**src/rtl/syn_row_sequencer_pkg.sv**
```systemverilog
// Shared types for the synapse row sequencer:
// sequence-word layout, array ops, FSM states and mask helpers.
package Syn_seq_pkg;

    localparam int OP_LSB   = 0;
    localparam int OP_MSB   = 1;
    localparam int ROWS_LSB = 2;
    localparam int ROWS_MSB = 9;
    localparam int MASK_LSB = 10;
    localparam int MASK_MSB = 13;
    localparam int CHAN_BIT = 14;

    typedef enum logic [1:0] {
        OP_READ  = 2'b00,
        OP_WRITE = 2'b01,
        OP_EVAL  = 2'b10,
        OP_BAD   = 2'b11
    } syn_op_e;

    typedef struct packed {
        logic [16:0] rsvd;
        logic        channel;
        logic [3:0]  mask;
        logic [7:0]  rows_m1;
        logic [1:0]  op;
    } seq_word_t;

    typedef enum logic [2:0] {
        S_IDLE,
        S_SETUP,
        S_REQ,
        S_RESULT,
        S_NEXT,
        S_ABORT
    } state_e;

    // An empty eval mask means "all four patterns".
    function automatic logic [3:0] eff_mask(input logic [3:0] m);
        return (m == 4'd0) ? 4'hF : m;
    endfunction

    // Index of the lowest set bit; 3 when none is set.
    function automatic logic [1:0] lowest_idx(input logic [3:0] m);
        if (m[0])      return 2'd0;
        else if (m[1]) return 2'd1;
        else if (m[2]) return 2'd2;
        else           return 2'd3;
    endfunction

endpackage

```
**src/rtl/syn_row_sequencer_pattern_iter.sv**
```systemverilog
// Eval pattern iterator: next enabled index above the
// current one, and a flag when no enabled index remains.
module syn_pattern_iter
    import Syn_seq_pkg::*;
(
    input  logic [3:0] mask_i,
    input  logic [1:0] idx_i,
    output logic [1:0] next_o,
    output logic       last_o
);

    logic [3:0] above;

    // Keep only enabled bits strictly above idx_i, pick the lowest.
    always_comb begin
        above  = mask_i & ~((4'd2 << idx_i) - 4'd1);
        last_o = (above == 4'd0);
        next_o = last_o ? idx_i : lowest_idx(above);
    end

endmodule

```
**src/rtl/syn_row_sequencer.sv**
```systemverilog
// Walks a range of synapse rows, issuing read/write/eval
// requests to the array and returning tagged results.
module syn_row_sequencer
    import Syn_seq_pkg::*;
#(
    parameter int DATA_WIDTH     = 128,
    parameter int ADDR_WIDTH     = 16,
    parameter int SETUP_CYCLES   = 2,
    parameter int TIMEOUT_CYCLES = 255
) (
    input  logic                  clk,
    input  logic                  reset_n,
    input  logic                  start,
    input  logic [31:0]           seq,
    input  logic [31:0]           addr,
    input  logic [DATA_WIDTH-1:0] client2syn_data,
    input  logic [15:0]           client2syn_patterns,
    output logic                  busy,
    output logic                  error,
    output logic                  syn_req,
    output logic [1:0]            syn_op,
    output logic [ADDR_WIDTH-1:0] syn_addr,
    output logic [3:0]            syn_pattern,
    output logic [DATA_WIDTH-1:0] syn_wdata,
    input  logic                  syn_ack,
    input  logic [DATA_WIDTH-1:0] syn_rdata,
    output logic                  syn2client_valid,
    output logic [DATA_WIDTH-1:0] syn2client_data,
    output logic                  syn2client_channel,
    output logic [1:0]            syn2client_pat_ctr
);

    localparam logic [7:0] SETUP_LD = 8'(SETUP_CYCLES - 1);
    localparam logic [7:0] TO_LAST  = 8'(TIMEOUT_CYCLES - 1);

    state_e                state_q, state_d;
    logic [7:0]            cnt_q, cnt_d;
    logic [7:0]            rows_q, rows_d;
    syn_op_e               op_q, op_d;
    logic [3:0]            mask_q, mask_d;
    logic                  chan_q, chan_d;
    logic [ADDR_WIDTH-1:0] row_q, row_d;
    logic [1:0]            idx_q, idx_d;
    logic [15:0]           pats_q, pats_d;
    logic [DATA_WIDTH-1:0] wdata_q, wdata_d;
    logic [DATA_WIDTH-1:0] rdata_q, rdata_d;

    seq_word_t             sw;
    logic                  legal;
    logic                  is_eval;
    logic [1:0]            idx_nxt;
    logic                  idx_last;
    logic                  more_pat;
    logic                  unused_bits;

    assign sw          = seq;
    assign legal       = (sw.op != OP_BAD);
    assign is_eval     = (op_q == OP_EVAL);
    assign more_pat    = is_eval && !idx_last;
    assign unused_bits = ^{sw.rsvd, addr[31:ADDR_WIDTH]};

    syn_pattern_iter u_iter (
        .mask_i (mask_q),
        .idx_i  (idx_q),
        .next_o (idx_nxt),
        .last_o (idx_last)
    );

    // State register.
    always_ff @(posedge clk or negedge reset_n) begin
        if (!reset_n) begin
            state_q <= S_IDLE;
        end else begin
            state_q <= state_d;
        end
    end

    // Next-state decode.
    always_comb begin
        state_d = state_q;
        unique case (state_q)
            S_IDLE: begin
                if (start && legal) state_d = S_SETUP;
            end
            S_SETUP: begin
                if (cnt_q == 8'd0) state_d = S_REQ;
            end
            S_REQ: begin
                if (syn_ack) begin
                    state_d = (op_q == OP_WRITE) ? S_NEXT : S_RESULT;
                end else if (cnt_q == TO_LAST) begin
                    state_d = S_ABORT;
                end
            end
            S_RESULT: state_d = S_NEXT;
            S_NEXT: begin
                if (more_pat || rows_q != 8'd0) state_d = S_REQ;
                else                            state_d = S_IDLE;
            end
            S_ABORT: state_d = S_IDLE;
            default: state_d = S_IDLE;
        endcase
    end

    // Outputs, gated so nothing leaks outside its own state.
    always_comb begin
        busy               = (state_q != S_IDLE);
        error              = (state_q == S_ABORT);
        syn_req            = (state_q == S_REQ);
        syn_op             = syn_req ? op_q : 2'b00;
        syn_addr           = syn_req ? row_q : '0;
        syn_pattern        = (syn_req && is_eval)
                             ? pats_q[{~idx_q, 2'b11} -: 4] : 4'd0;
        syn_wdata          = (syn_req && op_q == OP_WRITE)
                             ? wdata_q : '0;
        syn2client_valid   = (state_q == S_RESULT);
        syn2client_data    = syn2client_valid ? rdata_q : '0;
        syn2client_channel = syn2client_valid && chan_q;
        syn2client_pat_ctr = syn2client_valid ? idx_q : 2'd0;
    end

    // Datapath next-state: latch the sequence, walk rows/patterns.
    always_comb begin
        cnt_d   = cnt_q;
        rows_d  = rows_q;
        op_d    = op_q;
        mask_d  = mask_q;
        chan_d  = chan_q;
        row_d   = row_q;
        idx_d   = idx_q;
        pats_d  = pats_q;
        wdata_d = wdata_q;
        rdata_d = rdata_q;
        unique case (state_q)
            S_IDLE: begin
                if (start && legal) begin
                    cnt_d  = SETUP_LD;
                    rows_d = sw.rows_m1;
                    op_d   = syn_op_e'(sw.op);
                    mask_d = eff_mask(sw.mask);
                    chan_d = sw.channel;
                    row_d  = addr[ADDR_WIDTH-1:0];
                    pats_d = client2syn_patterns;
                    idx_d  = (sw.op == OP_EVAL)
                             ? lowest_idx(eff_mask(sw.mask)) : 2'd0;
                end
            end
            S_SETUP: begin
                if (cnt_q == 8'd0) begin
                    wdata_d = client2syn_data;
                end else begin
                    cnt_d = cnt_q - 8'd1;
                end
            end
            S_REQ: begin
                cnt_d = cnt_q + 8'd1;
                if (syn_ack) rdata_d = syn_rdata;
            end
            S_NEXT: begin
                cnt_d   = 8'd0;
                wdata_d = client2syn_data;
                if (more_pat) begin
                    idx_d = idx_nxt;
                end else if (rows_q != 8'd0) begin
                    rows_d = rows_q - 8'd1;
                    row_d  = row_q + 1'b1;
                    idx_d  = is_eval ? lowest_idx(mask_q) : 2'd0;
                end
            end
            default: begin
            end
        endcase
    end

    // Datapath registers.
    always_ff @(posedge clk or negedge reset_n) begin
        if (!reset_n) begin
            cnt_q   <= 8'd0;
            rows_q  <= 8'd0;
            op_q    <= OP_READ;
            mask_q  <= 4'd0;
            chan_q  <= 1'b0;
            row_q   <= '0;
            idx_q   <= 2'd0;
            pats_q  <= 16'd0;
            wdata_q <= '0;
            rdata_q <= '0;
        end else begin
            cnt_q   <= cnt_d;
            rows_q  <= rows_d;
            op_q    <= op_d;
            mask_q  <= mask_d;
            chan_q  <= chan_d;
            row_q   <= row_d;
            idx_q   <= idx_d;
            pats_q  <= pats_d;
            wdata_q <= wdata_d;
            rdata_q <= rdata_d;
        end
    end

endmodule

```
**config.mk**
```make
export PLATFORM = sky130hd
export DESIGN_NAME = syn_row_sequencer
export DESIGN_NICKNAME = d
export VERILOG_FILES = /design/src/rtl/syn_row_sequencer_pkg.sv /design/src/rtl/syn_row_sequencer_pattern_iter.sv /design/src/rtl/syn_row_sequencer.sv
export SDC_FILE = /design/constraint.sdc
export NUM_CORES = 1
export LEC_CHECK = 0
export BUFFER_PORTS_ARGS = -buffer_cell sky130_fd_sc_hd__buf_4
export CAP_MARGIN = 20
export CORE_AREA = 5 5 239 241
export CTS_CLUSTER_DIAMETER = 30
export DETAILED_ROUTE_END_ITERATION = 7
export DIE_AREA = 0 0 244 246
export MAX_ROUTING_LAYER = met4
export PLACE_DENSITY = 0.58
export SYNTH_ARGS = -nofsm -noshare
export SYNTH_HDL_FRONTEND = slang
export SYNTH_SLANG_ARGS = --single-unit
```
**constraint.sdc**
```tcl
create_clock -name clk -period 2.9 [get_ports clk]
set_input_delay 0 -clock clk [delete_from_list [all_inputs] [get_ports clk]]
set_output_delay 0 -clock clk [all_outputs]
set_load 0.01 [all_outputs]
```
==> impl_metrics.csv <==
group,metric,value,unit
worst_setup_path,max_stage_delay,0.60,ns
worst_setup_path,slowest_stage,"dfrtp_1",
floorplan,start_util,28.43,%
power,pwr-share-comb,22.2,%
sta,worst_slack,0.2507,ns
synth,ys_top_cells_by_area,"dfrtp_1, and2_1, mux2_2",
synth,synthTopCellsByCount,"dfrtp_1, and2_1, mux2_2",
synth,synth_top_cell_by_area,"dfrtp_1",
clock_tree,cts_max_path_buffers,3,
routing,drt_iter0_markers,535,
clock_tree,numCtsBuffers,98,
global_route,grt_max_degree,72,
floorplan,chipHeight,246,um
job,drv_cap,0,
synth,synthArstFlopShare,100.0,%
clock_tree,clkTransAtPathRegs,0.04,ns
routing,finalWirelength,57020,um
sta,setup_violations,0,
clock_tree,clk_latency,0.62,ns
synth,yosysWarnings,0,
power,p_sw,6437,uW
clock_tree,cts-htree-levels,3,
sta,slew_headroom,33.75,%
cells_and_area,drive_above_1_share,45.78,%
worst_setup_path,cp.depth,7,
synth,synth.distinct_cells,71,
worst_setup_path,rr_worst_depth,7,
sta,finalHoldViolations,0,
cells_and_area,fin_nets,2583,
power,seqPwrFrac,32.2,%
synth,ys_seq_area_share,50.88,%
global_route,grt_pass1_vias,14900,
synth,synth.most_common_cell,"dfrtp_1",
routing,viasPerCell,4.534,
place,hpwl,38470,um
sta,max_freq,377.5,MHz
routing,drcViolationCount,0,
synth,syn-cell-area,0.01554,mm2
sta,fin_skew,0.03507,ns
worst_setup_path,critPathLaunchType,"flop",
worst_setup_path,path_buf_inv,0,
place,post-place-ws,0.2834,ns
floorplan,ioPinCount,625,
power,ir_drop,607.5,uV
power,pwr-share-clk,45.6,%
sta,period_share,91.36,%
synth,netlist.area_leader.share,50.88,%
power,p_int,17700,uW
worst_setup_path,path_cells,"nand2_1 > ha_1 > nor2b_1 > o31a_1 > o21a_1 > or3_1 > a32o_1",
worst_setup_path,critPathTopFamily,"simple AND/OR/NAND/NOR gates",
floorplan,coreArea,0.05466,mm2
global_route,antenna_found_initial,3,
worst_setup_path,required,3.39,ns
routing,vias,13710,
power,switching_share,26.67,%
floorplan,dieWidth,244,um
synth,synth_cells,1274,
floorplan,rows,86,
status,outcome,"finished, final reports clean",
worst_setup_path,arrival,3.14,ns
synth,syn_avg_cell_area,12.20,um2
synth,yosys_register_bits,316,
worst_setup_path,crit_type,"flop to flop",
cells_and_area,syn_to_final_growth,76.67,%
routing,wl_per_cell,18.86,um
floorplan,die_area,0.06002,mm2
sta,final-max-slew-violation-count,0,
clock_tree,cts-root-buf,"clkbuf_16",
sta,rsz0062_at_grt,"no",
worst_setup_path,critPathCaptureType,"flop",
place,gp_congestion,0.8362,
global_route,overflow,0,
cells_and_area,nFillCells,4604,
synth,syn_nets,1624,
synth,synth-edff-count,0,
clock_tree,clkSinkCount,316,
clock_tree,cts_tree,"yes",
min_path,hp-class,"primary input to flop",
routing,ant_nets,0,
sta,worst_slew_pin_slew,0.9901,ns
synth,synth_ff_type,"dfrtp_1",
power,total_power,24140,uW
sta,whs,0.1444,ns
clock_tree,post_cts_resized,0,
global_route,grt_pass1_wl,86730,um
sta,tns,0,ns
routing,firstDrtPassIters,5,
global_route,grt_usage,18.64,%
power,p_per_area,879.1,mW/mm2
sta,min_period,2.649,ns
power,p_leak,0.01334,uW
place,port_buffers,591,
min_path,worstHoldPathCells,4,
worst_setup_path,cp_max_fo,11,
worst reg2reg max path, stage by stage (launching register included):
cell,delay (ns)
dfrtp_1,0.60
nand2_1,0.33
ha_1,0.44
nor2b_1,0.17
o31a_1,0.26
o21a_1,0.18
or3_1,0.31
a32o_1,0.25
power by group through the flow:
| stage | Clock (uW) | Combinational (uW) | Sequential [uW] |
|---|---|---|---|
| 5_1_grt | 11500 | 5850 | 8010 |
| 4_1_cts | 11200 | 5390 | 7710 |
| 3_3_place_gp | 0 | 4790 | 7650 |
| 3_5_place_dp | 0 | 4950 | 7740 |
| 6_report | 11000 | 5360 | 7770 |
| 2_1_floorplan | 0 | 3790 | 7290 |
cells by family after synthesis:
| logic type | synth area share [%] |
|---|---|
| AND/OR/NAND/NOR | 17.43 |
| flip-flops | 50.88 |
| multiplexers | 21.88 |
| AO/OA/AOI/OAI | 4.895 |
| buffers and inverters | 3.896 |
| adder cells (fa/ha/maj) | 0.8533 |
| XOR/XNOR | 0.1691 |
area by class of cell:
class / instances / area (um2) / share of cell area, %
Antenna cell: 6 / 15.01 / 0.05468
Clock buffer: 132 / 2770 / 10.09
Clock inverter: 48 / 710.7 / 2.588
Inverter: 10 / 37.54 / 0.1367
Multi-Input combinational cell: 862 / 7057 / 25.70
Sequential cell: 316 / 7908 / 28.80
Tap cell: 704 / 880.8 / 3.208
Timing Repair Buffer: 945 / 8080 / 29.43
routing by layer:
layer / part of all wire [%] / GRT usage [%] / routed length [um] / vias to the layer above
li1: - / - / - / 6364
met1: 40 / 21.21 / 22820 / 6760
met2: 52 / 32.61 / 29650 / 458
met3: 4.6 / 3.396 / 2610 / 125
met4: 3.4 / 7.634 / 1943 / 0
met5: 0 / - / 0 / -
path summary, 6_finish.rpt:
kind | from | to | slack [ns]
hold reg to reg | chan_q$_DFFE_PN0P_ | chan_q$_DFFE_PN0P_ | 0.47
setup / recovery | state_q[1]$_DFFE_PN0P_ | cnt_q[6]$_DFFE_PN0P_ | 0.25
setup reg to reg | state_q[1]$_DFFE_PN0P_ | cnt_q[6]$_DFFE_PN0P_ | 0.25
max in group asynchronous | reset_n | state_q[1]$_DFFE_PN0P_ | 0.95
hold / removal | client2syn_patterns[1] | pats_q[1]$_DFFE_PN0P_ | 0.14
min in group asynchronous | reset_n | wdata_q[74]$_DFFE_PN0P_ | 0.57
through the flow:
step | std cells | area [um2] | util [%]
finish | 3023 | 27460 | 50.23
global placement | 2521 | 20800 | 38.05
detailed placement | 2521 | 20800 | 38.05
global route | 3020 | 27450 | 50.22
floorplan | 1274 | 15540 | -
CTS | 3017 | 27440 | 50.21
flip-flops by register name, summed over array words and instances (netlist names), 2 cells and up:
name and count:
rows_q 8, mask_q 4, pats_q 16, state_q 3, op_q 2, idx_q 2
cnt_q 8, wdata_q 128, row_q 16, rdata_q 128
cells in the final DEF (no fill, tap or decap), types with 4 or more instances in the layout:
master         netlist  layout
dlygate4sd3_1        0     311
o21a_1               5       5
clkbuf_16            0      98
o22a_1               6       6
diode_2              0       6
clkbuf_1            47      15
nor2_1              24      23
nor3_1              13      13
nand2b_1             4       4
nand2_1             80      80
nor4_1               5       5
mux2_1              20      20
mux4_2               4       4
dfrtp_1            316     316
a2bb2oi_1            9       9
inv_1               10      10
o31ai_1              4       4
buf_4                0     617
and3_1              27      26
mux2_2             138     138
buf_12              11      16
nor2b_1              9       9
clkbuf_8             0      19
and2_1             264     264
ha_1                 9       9
a21oi_1             16      16
mux2_4             100     100
nand4_1              8       8
clkinv_2             0      24
bufinv_16            0      14
a31oi_1              7       7
nand3_1             19      19
o21ai_0             27      27
timing repair:
item | CTS | global route
endpoints found under the setup margin | 112 | 0
hold buffers | 311 | 0
buffers inserted | 4 | 0
endpoints found under the hold margin | 616 | 0
Note: power is estimated with default switching activity, not from simulation.
